**config.mk**
```make
export PLATFORM = sky130hd
export DESIGN_NAME = dma_burst_ctrl
export DESIGN_NICKNAME = d
export VERILOG_FILES = /design/src/rtl/dma_pkg.sv /design/src/rtl/dma_burst_calc.sv /design/src/rtl/dma_burst_ctrl.sv
export SDC_FILE = /design/constraint.sdc
export NUM_CORES = 1
export LEC_CHECK = 0
export CAP_MARGIN = 20
export CORE_ASPECT_RATIO = 0.75
export CORE_UTILIZATION = 40
export CTS_CLUSTER_DIAMETER = 40
export DETAILED_ROUTE_END_ITERATION = 12
export GPL_ROUTABILITY_DRIVEN = 0
export PLACE_DENSITY = 0.76
export SYNTH_ARGS = -nofsm -noshare
export SYNTH_HDL_FRONTEND = slang
export SYNTH_SLANG_ARGS = --single-unit
```
**constraint.sdc**
```tcl
create_clock -name clk -period 5 [get_ports clk]
set_input_delay 1 -clock clk [delete_from_list [all_inputs] [get_ports clk]]
set_output_delay 1 -clock clk [all_outputs]
set_load 0.1 [all_outputs]
```
**src/rtl/dma_pkg.sv**
```systemverilog
// Shared types and constants for the DMA burst controller: FSM encoding,
// word/byte geometry, the 4 KB page limit and the AXI burst-length ceiling.
package dma_pkg;

  localparam int DMA_ADDR_W = 32;
  localparam int DMA_DATA_W = 32;
  localparam int DMA_LEN_W  = 8;
  localparam int DMA_CNT_W  = 16;

  localparam int DMA_BYTES      = DMA_DATA_W / 8;
  localparam int DMA_BYTE_SHIFT = $clog2(DMA_BYTES);

  // Bursts may not cross a 4 KB page, i.e. a change in address bits above 11.
  localparam int DMA_BOUND_BITS = 12;

  function automatic int dma_max_burst(input int len_w);
    return 1 << len_w;
  endfunction

  localparam int DMA_MAX_BURST = dma_max_burst(DMA_LEN_W);

  typedef enum logic [2:0] {
    ST_IDLE,
    ST_SETUP,
    ST_XFER,
    ST_WAIT,
    ST_DONE
  } dma_state_e;

endpackage

```
**src/rtl/dma_burst_calc.sv**
```systemverilog
// Size of the next burst: min(words left, max burst, words left in the 4 KB page),
// returned both as a beat count and as the AXI length field (count - 1).
module dma_burst_calc
  import dma_pkg::*;
#(
  parameter int DATA_W = DMA_DATA_W,
  parameter int LEN_W  = DMA_LEN_W,
  parameter int CNT_W  = DMA_CNT_W
) (
  input  logic [CNT_W-1:0]                                   rem,
  input  logic [DMA_BOUND_BITS-$clog2(DATA_W/8)-1:0]         page_word,
  output logic [LEN_W:0]                                     words,
  output logic [LEN_W-1:0]                                   dma_len
);

  localparam int SHIFT = $clog2(DATA_W / 8);
  localparam int PW    = DMA_BOUND_BITS - SHIFT;
  localparam int RW    = PW + 1;
  localparam int WW    = LEN_W + 1;
  localparam int CW_A  = (CNT_W > RW) ? CNT_W : RW;
  localparam int CW    = (CW_A > WW) ? CW_A : WW;

  localparam logic [RW-1:0] ROOM_FULL = RW'(1) << PW;
  localparam logic [WW-1:0] MAX_L     = WW'(dma_max_burst(LEN_W));

  logic [RW-1:0] room;
  logic [WW-1:0] lim;

  always_comb begin
    room = ROOM_FULL - {1'b0, page_word};
    if (CW'(room) < CW'(MAX_L)) lim = WW'(room);
    else                        lim = MAX_L;
    if (CW'(rem) < CW'(lim)) words = WW'(rem);
    else                     words = lim;
    dma_len = LEN_W'(words - WW'(1));
  end

endmodule

```
**src/rtl/dma_burst_ctrl.sv**
```systemverilog
// Splits one transfer command into AXI-legal bursts and moves the words between
// the s_*/m_* streams and the engine's native word interface.
module dma_burst_ctrl
  import dma_pkg::*;
#(
  parameter int ADDR_W = DMA_ADDR_W,
  parameter int DATA_W = DMA_DATA_W,
  parameter int LEN_W  = DMA_LEN_W,
  parameter int CNT_W  = DMA_CNT_W
) (
  input  logic                clk,
  input  logic                rst,
  input  logic                start,
  input  logic                dir,
  input  logic [ADDR_W-1:0]   base_addr,
  input  logic [CNT_W-1:0]    word_cnt,
  output logic                busy,
  output logic                done,
  output logic                err,
  input  logic                s_valid,
  input  logic [DATA_W-1:0]   s_data,
  output logic                s_ready,
  output logic                m_valid,
  output logic [DATA_W-1:0]   m_data,
  input  logic                m_ready,
  output logic                valid,
  output logic [ADDR_W-1:0]   address,
  output logic [DATA_W-1:0]   wdata,
  output logic [DATA_W/8-1:0] wstrb,
  input  logic [DATA_W-1:0]   rdata,
  input  logic                ready,
  output logic [LEN_W-1:0]    dma_len,
  input  logic                dma_ready,
  input  logic                error,
  output dma_state_e          state_dbg
);

  localparam int BYTES = DATA_W / 8;
  localparam int SHIFT = $clog2(BYTES);
  localparam logic [LEN_W:0] BEAT_ONE = (LEN_W+1)'(1);

  // Every stream here moves a word only in a cycle where valid & ready are both
  // high; a source that raised valid keeps it and its data until that happens.

  dma_state_e          state_q, state_d;
  logic                dir_q, dir_d;
  logic [ADDR_W-1:0]   addr_q, addr_d;
  logic [CNT_W-1:0]    rem_q, rem_d;
  logic [LEN_W:0]      beat_q, beat_d;
  logic [LEN_W-1:0]    len_q, len_d;
  logic                err_q, err_d;
  logic                busy_q, busy_d;
  logic                done_q, done_d;
  logic                mvld_q, mvld_d;
  logic [DATA_W-1:0]   mbuf_q, mbuf_d;

  logic [LEN_W:0]      calc_words;
  logic [LEN_W-1:0]    calc_len;
  logic                hs;
  logic                drain;

  dma_burst_calc #(
    .DATA_W (DATA_W),
    .LEN_W  (LEN_W),
    .CNT_W  (CNT_W)
  ) u_calc (
    .rem       (rem_q),
    .page_word (addr_q[DMA_BOUND_BITS-1:SHIFT]),
    .words     (calc_words),
    .dma_len   (calc_len)
  );

  // Native request side; an engine error kills the request in the same cycle.
  always_comb begin
    valid   = 1'b0;
    s_ready = 1'b0;
    wdata   = '0;
    wstrb   = '0;
    if (state_q == ST_XFER && !error) begin
      if (dir_q) begin
        valid   = s_valid;
        s_ready = ready;
        wdata   = s_data;
        wstrb   = '1;
      end else begin
        valid = !mvld_q || m_ready;
      end
    end
  end

  assign hs    = valid && ready;
  assign drain = mvld_q && m_ready;

  always_comb begin
    state_d = state_q;
    dir_d   = dir_q;
    addr_d  = addr_q;
    rem_d   = rem_q;
    beat_d  = beat_q;
    len_d   = len_q;
    err_d   = err_q;
    busy_d  = busy_q;
    done_d  = 1'b0;
    mvld_d  = mvld_q && !drain;
    mbuf_d  = mbuf_q;

    if (hs) begin
      addr_d = addr_q + ADDR_W'(BYTES);
      rem_d  = rem_q - CNT_W'(1);
      beat_d = beat_q - BEAT_ONE;
      if (!dir_q) begin
        mvld_d = 1'b1;
        mbuf_d = rdata;
      end
    end

    case (state_q)
      ST_IDLE: begin
        if (start) begin
          dir_d   = dir;
          addr_d  = base_addr & ~ADDR_W'(BYTES - 1);
          rem_d   = word_cnt;
          err_d   = 1'b0;
          busy_d  = 1'b1;
          state_d = (word_cnt == '0) ? ST_DONE : ST_SETUP;
        end
      end
      ST_SETUP: begin
        if (dma_ready) begin
          len_d   = calc_len;
          beat_d  = calc_words;
          state_d = ST_XFER;
        end
      end
      ST_XFER: begin
        if (hs && beat_q == BEAT_ONE) state_d = ST_WAIT;
      end
      ST_WAIT: begin
        if (dma_ready) state_d = (rem_q != '0) ? ST_SETUP : ST_DONE;
      end
      ST_DONE: begin
        // Reads finish only once the last word has left the output buffer.
        if (dir_q || !mvld_q) begin
          done_d  = 1'b1;
          busy_d  = 1'b0;
          state_d = ST_IDLE;
        end
      end
      default: state_d = ST_IDLE;
    endcase

    if (error && (state_q inside {ST_SETUP, ST_XFER, ST_WAIT})) begin
      err_d   = 1'b1;
      mvld_d  = 1'b0;
      state_d = ST_DONE;
    end
  end

  always_ff @(posedge clk or negedge rst) begin
    if (!rst) begin
      state_q <= ST_IDLE;
      dir_q   <= 1'b0;
      addr_q  <= '0;
      rem_q   <= '0;
      beat_q  <= '0;
      len_q   <= '0;
      err_q   <= 1'b0;
      busy_q  <= 1'b0;
      done_q  <= 1'b0;
      mvld_q  <= 1'b0;
      mbuf_q  <= '0;
    end else begin
      state_q <= state_d;
      dir_q   <= dir_d;
      addr_q  <= addr_d;
      rem_q   <= rem_d;
      beat_q  <= beat_d;
      len_q   <= len_d;
      err_q   <= err_d;
      busy_q  <= busy_d;
      done_q  <= done_d;
      mvld_q  <= mvld_d;
      mbuf_q  <= mbuf_d;
    end
  end

  assign busy      = busy_q;
  assign done      = done_q;
  assign err       = err_q;
  assign m_valid   = mvld_q;
  assign m_data    = mbuf_q;
  assign address   = addr_q;
  assign dma_len   = len_q;
  assign state_dbg = state_q;

endmodule

```
### After elaboration in Yosys (flattened, before gate mapping)

Cells that the tools add are included.
Widths: inputs -> output; s select.

| storage, ports and cells | value |
|---|---|
| bits in latches | 0 |
| register bits after elaboration | 105 |
| output and inout port bits | 117 |
| bits of input ports | 121 |
| memory bits (writable) | 0 |
| word-level logic and storage cells | 94 |
| memory bits (read-only) | 0 |
| memories kept | 0 |

| cells by class | value |
|---|---|
| multipliers | 0 |
| eq/ne operators | 12 |
| reduce and logical (&&, ||, !) cells | 24 |
| bitwise logic cells | 1 |
| order comparisons | 2 |
| multiplexer cells | 39 |
| shift operators | 0 |
| add/subtract/negate cells | 5 |
| div/mod/pow operators | 0 |

Operators with widths:

| operator | count |
|---|---|
| $mux 32 | 5 |
| $mux 16 | 3 |
| $mux 9 | 5 |
| $add 32x3->32 const B | 1 |
| $mux 3 | 8 |
| $logic_not 16->1 | 1 |
| $lt 16x9->1 | 1 |
| $reduce_bool 16->1 | 1 |
| $sub 16x1->16 const B | 1 |
| $pmux 3 s5 | 1 |
| $mux 1 | 14 |
| $lt 11x9->1 const B | 1 |
| $sub 11x10->11 const A | 1 |
| $eq 9x1->1 const B | 1 |
| $sub 9x1->9 const B | 1 |
| $mux 4 | 2 |
| $reduce_and 2->1 | 4 |
| $sub 8x1->8 const B | 1 |
| $eq 3x2->1 const B | 2 |
| $logic_and 1x1->1 | 6 |
| $ne 3x2->1 const B | 2 |
| $ne 3x3->1 const B | 2 |
| $reduce_bool 2->1 | 3 |
| $reduce_and 5->1 | 1 |
| 11 further kinds | 15 |

### Longest topological paths before layout

Gate-level depths: netlist of the first run.

| depth | value |
|---|---|
| word-level depth | 9 |
| depth in mapped cells | 22 |
| gate-level depth less buffers | 19 |

### Modules after synthesis

From an unflattened synthesis of the first run, not the netlist that was laid out.

| second synthesis, totals | value |
|---|---|
| cell total of the unflattened synthesis | 689 |
| area, all modules | 6351.1 µm² |

By module, submodules not included:

| module | cells an instance | area an instance (µm²) | times used |
|---|---|---|---|
| dma_burst_ctrl | 554 | 5370.2 | 1 |
| dma_burst_calc | 135 | 980.9 | 1 |

### Least setup slack after synthesis of the first run

Ideal clock, no wire load.

| timing | value |
|---|---|
| path kind | register to register |
| from | register addr_q[2] (netlist: address[2]) |
| to | register len_q[4] (netlist: dma_len[4]) |
| path slack | -155 ps |
| required time | 4868 ps |
| period minus slack after synthesis | 5155 ps |
| library setup time | 132 ps |
| cell stages (with the launch flop) | 23 |
| data arrival time | 5023 ps |
| path buffers | 3 |
| path through | dfrtp_1 -> clkbuf_1 -> inv_1 -> ha_1 -> or4b_4 -> or4_4 -> a21o_1 -> inv_2 -> buf_6 -> and2_1 -> inv_1 -> ha_1 -> nand4_1 -> a21oi_1 -> o31ai_1 -> nand3_1 -> mux2_4 -> ha_1 -> clkbuf_1 -> o221ai_1 -> o21ai_0 -> a221oi_1 -> o21ai_0 |

| on the way | value |
|---|---|
| cells in the longest elaborated chain, start to end | 6 |

RTL lines:

| what | RTL line | RTL |
|---|---|---|
| from (decl) | dma_burst_ctrl.sv:47 | `logic [ADDR_W-1:0] addr_q, addr_d;` |
| from (signal assigned) | dma_burst_ctrl.sv:175 | `addr_q <= addr_d;` |
| $sub 11x10->11 (*) | dma_burst_calc.sv:30 | `room = ROOM_FULL - {1'b0, page_word};` |
| $lt 11x9->1 | dma_burst_calc.sv:31 | `if (CW'(room) < CW'(MAX_L)) lim = WW'(room);` |
| $mux 9 (*) | dma_burst_calc.sv:31 |  |
| $lt 16x9->1 | dma_burst_calc.sv:33 | `if (CW'(rem) < CW'(lim)) words = WW'(rem);` |
| $mux 9 (*) | dma_burst_calc.sv:33 |  |
| $sub 8x1->8 (*) | dma_burst_calc.sv:35 | `dma_len = LEN_W'(words - WW'(1));` |
| to (signal assigned) | dma_burst_ctrl.sv:178 | `len_q <= len_d;` |
| to (decl) | dma_burst_ctrl.sv:50 | `logic [LEN_W-1:0] len_q, len_d;` |

Mark *: on every way between the ends. The rest lies on a longest branch, timed or not.
A chain may end at the register's enable or synchronous reset.

### Final worst setup path of the first run

| timing | value |
|---|---|
| from | register addr_q[3] (netlist: address[3]) |
| to | register len_q[2] (netlist: dma_len[2]) |

The elaborated chain is that of the path after synthesis.

==> impl_metrics.toml, run 1 <==
[run_status]
status = "finished, final reports clean"

[logic_synthesis]
synthXorXnorAreaFrac_pct = 8.62
synth_area_um2 = 6200
synth_flop_cell = "sky130_fd_sc_hd__dfrtp_1"
async_flop_share_pct = 100
yosysSeqAreaShare_pct = 41.6
synthesis.instances = 670
synth_top_family_by_area = "simple AND/OR/NAND/NOR gates"
synth.distinct_cells = 60
synth_compound_area_share_pct = 9.67
mean_instance_size_in_the_synthesized_netlist_um2 = 9.26
post_synth_fa_ha_maj_area_fraction_pct = 2.82
synth_edf_count = 0
total_of_flip_flops_plus_latches_after_synthesis = 103
synth_simple_gate_area_share_pct = 23.0
synth.yosys.warnings = 0
synth.area.mux_share_pct = 9.32

[sta]
fin_crit_ns = 4.64
finalWorstSetupSlack_ns = 0.361
timing.max_slew.rel_slack_pct = 30.1
timing.setup.tns_ns = 0
fin_skew_ns = 0.0121
finalMaxSlewViolations = 0
final_min_period_over_clock_period_pct = 92.8
rsz0062_at_grt = "false"
timing.final.hold_violations = 0
worst_slew_pin_slew_ns = 1.05
timing.fmax_ghz = 0.216
setup_viol_count_final = 0

[critical_path]
worst-setup-path-type = "reg2reg"
critical-path-top-cell-by-count = "sky130_fd_sc_hd__ha_1"
critical-path-top-delay-family = "simple AND/OR/NAND/NOR gates"
critPathSlowestCell = "sky130_fd_sc_hd__or4_1"
worstPathCellList = "inv_1 -> ha_1 -> or4b_4 -> or4_4 -> a21o_1 -> inv_2 -> and2_1 -> inv_1 -> ha_1 -> nand4_1 -> a21oi_1 -> o31ai_2 -> nand3_2 -> mux2_4 -> ha_1 -> or4_1 -> nand4_1"
cp-end-kind = "register"
critPathMaxFanout = 11
worst-endpoint-required_ns = 5.29
critical_path_buf_inv_count = 3
arrival_ns = 4.93
timing.critical_path.from_type = "register"
cp_slowest_stage_delay_ns = 0.56

[cts]
ctsRootBufferMaster = "sky130_fd_sc_hd__clkbuf_16"
worst_skew_pair.late_latency_ns = 0.36
tritoncts = "built"
cts.sink_count = 103
clk_path_buf_depth = 2
ctsHoldBuffers = 0
cts_buffers = 9
cts.reportedPaths.clkPinSlew_ns = 0.07
cts_htree_levels = 3

[placed_design]
preCtsSetupSlack_ns = 0.275
io_buffer_count = 233
dpl.hpwl_um = 13200

[global_routing]
grt_pass1_vias = 5159
grt-ovfl-total = 0
grt_pass1_wl_um = 27500
grt_use_total_pct = 22.0
antenna_violations_before_repair = 1
grt_max_degree = 94

[route]
routed_via_density = 5.16
first_pass_iters = 5
detail-route-antenna-nets = 0
post_drt_wl_per_cell_um = 16.1
drt_drc_violations_left = 0
drt-initial-drc-count = 338
routed_via_count = 5626
wl_um = 17600

[floorplan]
rows = 39
floorplan.die.height_um = 110
dieArea_um2 = 16000
initial_core_util_pct = 40.9
num_io_pins = 238
chipWidth_um = 146
core-area_um2 = 15200

[power_and_ir_drop]
power_per_cell_area_nw_per_um2 = 716
largest_voltage_drop_on_the_vdd_net_uv = 549
static-leakage-power_nw = 3.80

[finish]
final_cell_mix = "sky130_fd_sc_hd__clkdlybuf4s50_1, sky130_fd_sc_hd__dfrtp_1, sky130_fd_sc_hd__nand2_1"
drive_above_1_share_pct = 14.7
num-nets-final = 1016
most_common_library_cell_in_the_layout_ignoring_fill_and_taps = "sky130_fd_sc_hd__clkdlybuf4s50_1"
layout-area-overhead-vs-synth_pct = 45.0
antenna_cells = 0

[hold_path]
hold_class = "reg2reg"

[job]
max_capacitance_violation_count = 0
[per-layer routing]
layer  track usage, %  wire, um  up-vias
met1             32.2      8670     2665
met2             31.1      7420      171
li1                 -         -     2777
met5                0         0        -
met4             5.64       198        0
met3             6.51      1330       13
[metrics by stage]
stage               total power [mW]  util (%)  hold slack [ns]  instances  area [um^2]
finish                          6.44      59.3            0.478       1091         8990
detailed placement              5.66      57.0            0.471       1075         8660
global route                    6.77      59.3            0.498       1091         8990
floorplan                       4.62         -            0.515        671         6210
CTS                             6.44      59.2            0.486       1091         8980
global placement                5.62      57.0            0.464       1075         8660
[Yosys cell counts, drive strengths merged, types with 2 or more instances]
cell | n | area share, %
and3 | 44 | 4.4
or3b | 2 | 0.28
nor4b | 3 | 0.67
nand3 | 24 | 2.0
or4 | 8 | 1.0
xnor2 | 39 | 5.5
a211oi | 3 | 0.36
nand4 | 11 | 1.1
clkbuf | 38 | 2.3
ha | 14 | 2.8
a21o | 3 | 0.36
o31ai | 3 | 0.36
and2 | 2 | 0.20
nand3b | 3 | 0.36
a31oi | 4 | 0.40
xor2 | 22 | 3.1
or3 | 7 | 0.71
nor4 | 12 | 1.3
nor3 | 22 | 1.8
o22ai | 2 | 0.20
mux2i | 9 | 1.5
nor3b | 2 | 0.24
dfrtp | 103 | 42
and4 | 4 | 0.56
nand2b | 6 | 0.61
o2111ai | 2 | 0.38
nor2b | 6 | 0.61
inv | 23 | 1.4
nor2 | 29 | 1.8
a21oi | 11 | 0.89
a221oi | 2 | 0.28
nand2 | 80 | 4.8
mux2 | 43 | 7.9
buf | 11 | 1.3
o21ai | 58 | 4.7
o31a | 2 | 0.28
[where the power goes]
part / internal [mW] / total (mW) / switching [mW]
Sequential: 1.18 / 1.61 / 0.426
Clock: 0.405 / 0.762 / 0.357
Combinational: 1.18 / 4.07 / 2.89
Total: 2.76 / 6.44 / 3.68
[worst reg2reg max path, delay by kind of cell (launching register included)]
kind	cells	cell delay (ns)
simple gates	7	2.16
fa+ha+maj	3	0.73
compound gates	3	0.54
flops	1	0.47
mux	1	0.37
buf+inv	3	0.31
[sequential cells by signal (all words and copies together), names as in the netlist]
| register | flops |
|---|---|
| address | 30 |
| m_valid | 1 |
| m_data | 32 |
| dir_q | 1 |
| beat_q | 9 |
| busy | 1 |
| done | 1 |
| dma_len | 8 |
| err | 1 |
| rem_q | 16 |
| state_dbg | 3 |
[cells by family after synthesis]
kind of cell,after synthesis
DFF,103
and+or+nand+nor,268
adders and majority gates,14
xor gates and xnor gates,61
muxes,52
other,1
AOI/OAI and AO/OA,99
buffers and inverters,72
[cell type report]
type | count | area [um^2]
inverter | 23 | 86.3
clock inverter | 7 | 101
sequential | 103 | 2580
fill | 1309 | 6180
tap | 205 | 256
clock buffer | 9 | 225
multi-input combinational | 496 | 3350
timing repair buffer | 248 | 2400
[final timing paths]
kind | startpoint | end | slack [ns] | depth (start not counted)
worst max-delay path | address[3] | dma_len[2] | 0.36 | 17
min in group asynchronous | rst | beat_q[6] | 0.75 | 1
worst min-delay path | dma_len[1] | dma_len[1] | 0.48 | 2
max in group asynchronous | rst | address[2] | 3.23 | 2
worst max register to register | address[3] | dma_len[2] | 0.36 | 17
worst min register to register | dma_len[1] | dma_len[1] | 0.48 | 2
[timing repair]
| item | 4_1_cts | 5_1_grt |
|---|---|---|
| setup buffers | 0 | 0 |
| gates resized for setup | 0 | 2 |
| setup endpoints to repair | 0 | 2 |
Power figures use the tool's default switching activity.
==> run 2: changes to the inputs <==
--- a/config.mk
+++ b/config.mk
@@ -7,6 +7,7 @@
 export LEC_CHECK = 0
 export CAP_MARGIN = 20
 export CORE_ASPECT_RATIO = 0.75
+export CORE_MARGIN = 3
 export CORE_UTILIZATION = 40
 export CTS_CLUSTER_DIAMETER = 40
 export DETAILED_ROUTE_END_ITERATION = 12
==> run 2 against run 1 <==
Against the previous run:
- wire length up 6.5%
- utilization up 3.9 points
- global-route usage down 0.14 points
- clock skew up 0.0015 ns
- final cell count down 0.64%
- worst setup slack better by 0.016 ns
- first-iteration DRC count up 12%
- maximum frequency up 0.35%
- critical path depth unchanged
- hold slack better by 0.011 ns
- via count up 0.62%
- critical endpoint unchanged
==> impl_metrics.toml, run 2 (synthesis gave the netlist of run 1 again) <==
[cts]
clk_path_buf_depth = 2
worst_skew_pair.late_latency_ns = 0.35
cts_buffers = 9
cts.reportedPaths.clkPinSlew_ns = 0.07
tritoncts = "built"
cts_htree_levels = 3
cts.sink_count = 103
ctsRootBufferMaster = "sky130_fd_sc_hd__clkbuf_16"

[finish]
multiInputGateArea_um2 = 3340
drive_above_1_share_pct = 14.5
largest_register_ff_count = 32
final_cell_mix = "sky130_fd_sc_hd__clkdlybuf4s50_1, sky130_fd_sc_hd__dfrtp_1, sky130_fd_sc_hd__nand2_1"
layout-area-overhead-vs-synth_pct = 51.1
area_taken_by_flip_flops_and_latches_um2 = 2580
num-nets-final = 1015
antenna_cells = 0
most_common_library_cell_in_the_layout_ignoring_fill_and_taps = "sky130_fd_sc_hd__clkdlybuf4s50_1"
layout.filler_cells = 1226

[power_and_ir_drop]
power_per_cell_area_nw_per_um2 = 683
static-leakage-power_nw = 3.87
largest_voltage_drop_on_the_vdd_net_uv = 627
finalPower_mw = 6.40

[floorplan]
core-area_um2 = 14800
floorplan.die.height_um = 114
num_io_pins = 238
chipWidth_um = 150
initial_core_util_pct = 41.8
rows = 38
dieArea_um2 = 17000

[critical_path]
critical_path_buf_inv_count = 3
arrival_ns = 4.90
cp-end-kind = "register"
timing.critical_path.from_type = "register"
worst-setup-path-type = "reg2reg"
critical-path-top-delay-family = "simple AND/OR/NAND/NOR gates"
cp_slowest_stage_delay_ns = 0.54
critPathSlowestCell = "sky130_fd_sc_hd__or4_1"
critPathMaxFanout = 11
worstPathCellList = "inv_1 -> ha_2 -> or4b_4 -> or4_4 -> a21o_1 -> inv_2 -> and2_1 -> inv_1 -> ha_1 -> nand4_1 -> a21oi_1 -> o31ai_1 -> nand3_1 -> mux2_4 -> ha_2 -> or4_1 -> nand4_1"
worst-endpoint-required_ns = 5.28

[global_routing]
grt_pass1_vias = 5612
grt_pass1_wl_um = 29600
grt-ovfl-total = 0
grt_use_total_pct = 21.8
antenna_violations_before_repair = 0
grt_max_degree = 77

[placed_design]
dpl.hpwl_um = 14300
io_buffer_count = 233

[sta]
fin_skew_ns = 0.0136
timing.final.hold_violations = 0
fin_crit_ns = 4.62
timing.setup.tns_ns = 0
rsz0062_at_grt = "false"
timing.max_slew.rel_slack_pct = 31.2
final_min_period_over_clock_period_pct = 92.5
finalMaxSlewViolations = 0
setup_viol_count_final = 0
timing.fmax_ghz = 0.216
worst_slew_pin_slew_ns = 1.03

[route]
first_pass_iters = 7
wl_um = 18800
post_drt_wl_per_cell_um = 17.3
routed_via_count = 5661
detail-route-antenna-nets = 0
routed_via_density = 5.22
drt-initial-drc-count = 380
drt_drc_violations_left = 0

[hold_path]
hold_class = "reg2reg"

[job]
max_capacitance_violation_count = 0

[run_status]
status = "finished, final reports clean"
-- run 2: cell count changes in the layout (fill, tap and decap cells not counted), sizes merged --
cell      before  now
clkinv         3    0
buf           54   53
inv           25   27
clkinvlp       1    0
clkbuf         9   11
bufinv         1    0
-- run 2: metal layers --
metal / vias to the layer above / track usage [%] / wire, um
met5: - / 0 / 0
met1: 2620 / 28.6 / 7950
met2: 252 / 34.8 / 8550
li1: 2774 / - / -
met4: 0 / 3.90 / 155
met3: 15 / 8.62 / 2090
-- run 2: power breakdown --
part | internal, mW | switching [mW]
Clock | 0.370 | 0.327
Sequential | 1.18 | 0.396
Combinational | 1.20 | 2.92
Total | 2.75 | 3.64
-- run 2: worst paths after layout --
path / from / end / slack [ns] / cells after the start
setup / recovery: address[2] / dma_len[2] / 0.38 / 17
hold / removal: dma_len[1] / dma_len[1] / 0.49 / 2
setup reg to reg: address[2] / dma_len[2] / 0.38 / 17
hold reg to reg: dma_len[1] / dma_len[1] / 0.49 / 2
max in group asynchronous: rst / address[2] / 3.21 / 2
min in group asynchronous: rst / m_data[0] / 0.81 / 1
-- run 2: layout make-up --
class,instances,share of cell area (%)
clock buffers,11,2.70
well taps,200,2.67
inverters,23,0.921
clock inverters,4,0.374
multi-input cells,496,35.6
flip-flops and latches,103,27.5
repair buffers,247,30.2
-- run 2: what timing repair did --
action,4_1_cts,5_1_grt
hold buffers,0,0
gates resized for setup,0,2
setup endpoints to repair,0,3
setup buffers,0,0
-- run 2: worst min-delay path: cells and delay by family, from the launching register on --
kind               cells  cell delay (ns)
DFF                    1             0.35
and+or+nand+nor        1             0.05
AOI/OAI and AO/OA      1             0.06
-- run 2: per-stage QoR --
stage	cell area (um^2)	utilization [%]	hold WS, ns	setup slack, ns	cells
finish	9370	63.2	0.490	0.377	1084
floorplan	6210	-	0.515	0.0357	671
detailed placement	9080	61.2	0.475	0.266	1069
global placement	9080	61.2	0.464	0.376	1069
CTS	9360	63.1	0.491	0.228	1084
global route	9370	63.2	0.519	0.0568	1084
==> run 3: changes to the inputs <==
--- a/config.mk
+++ b/config.mk
@@ -9,10 +9,11 @@
 export CORE_ASPECT_RATIO = 0.75
 export CORE_MARGIN = 3
 export CORE_UTILIZATION = 40
-export CTS_CLUSTER_DIAMETER = 40
+export CTS_CLUSTER_DIAMETER = 50
 export DETAILED_ROUTE_END_ITERATION = 12
 export GPL_ROUTABILITY_DRIVEN = 0
 export PLACE_DENSITY = 0.76
 export SYNTH_ARGS = -nofsm -noshare
 export SYNTH_HDL_FRONTEND = slang
 export SYNTH_SLANG_ARGS = --single-unit
+export TNS_END_PERCENT = 20
==> results of run 3 <==
No change in the layout: final DEF, timing and power equal those of run 2.
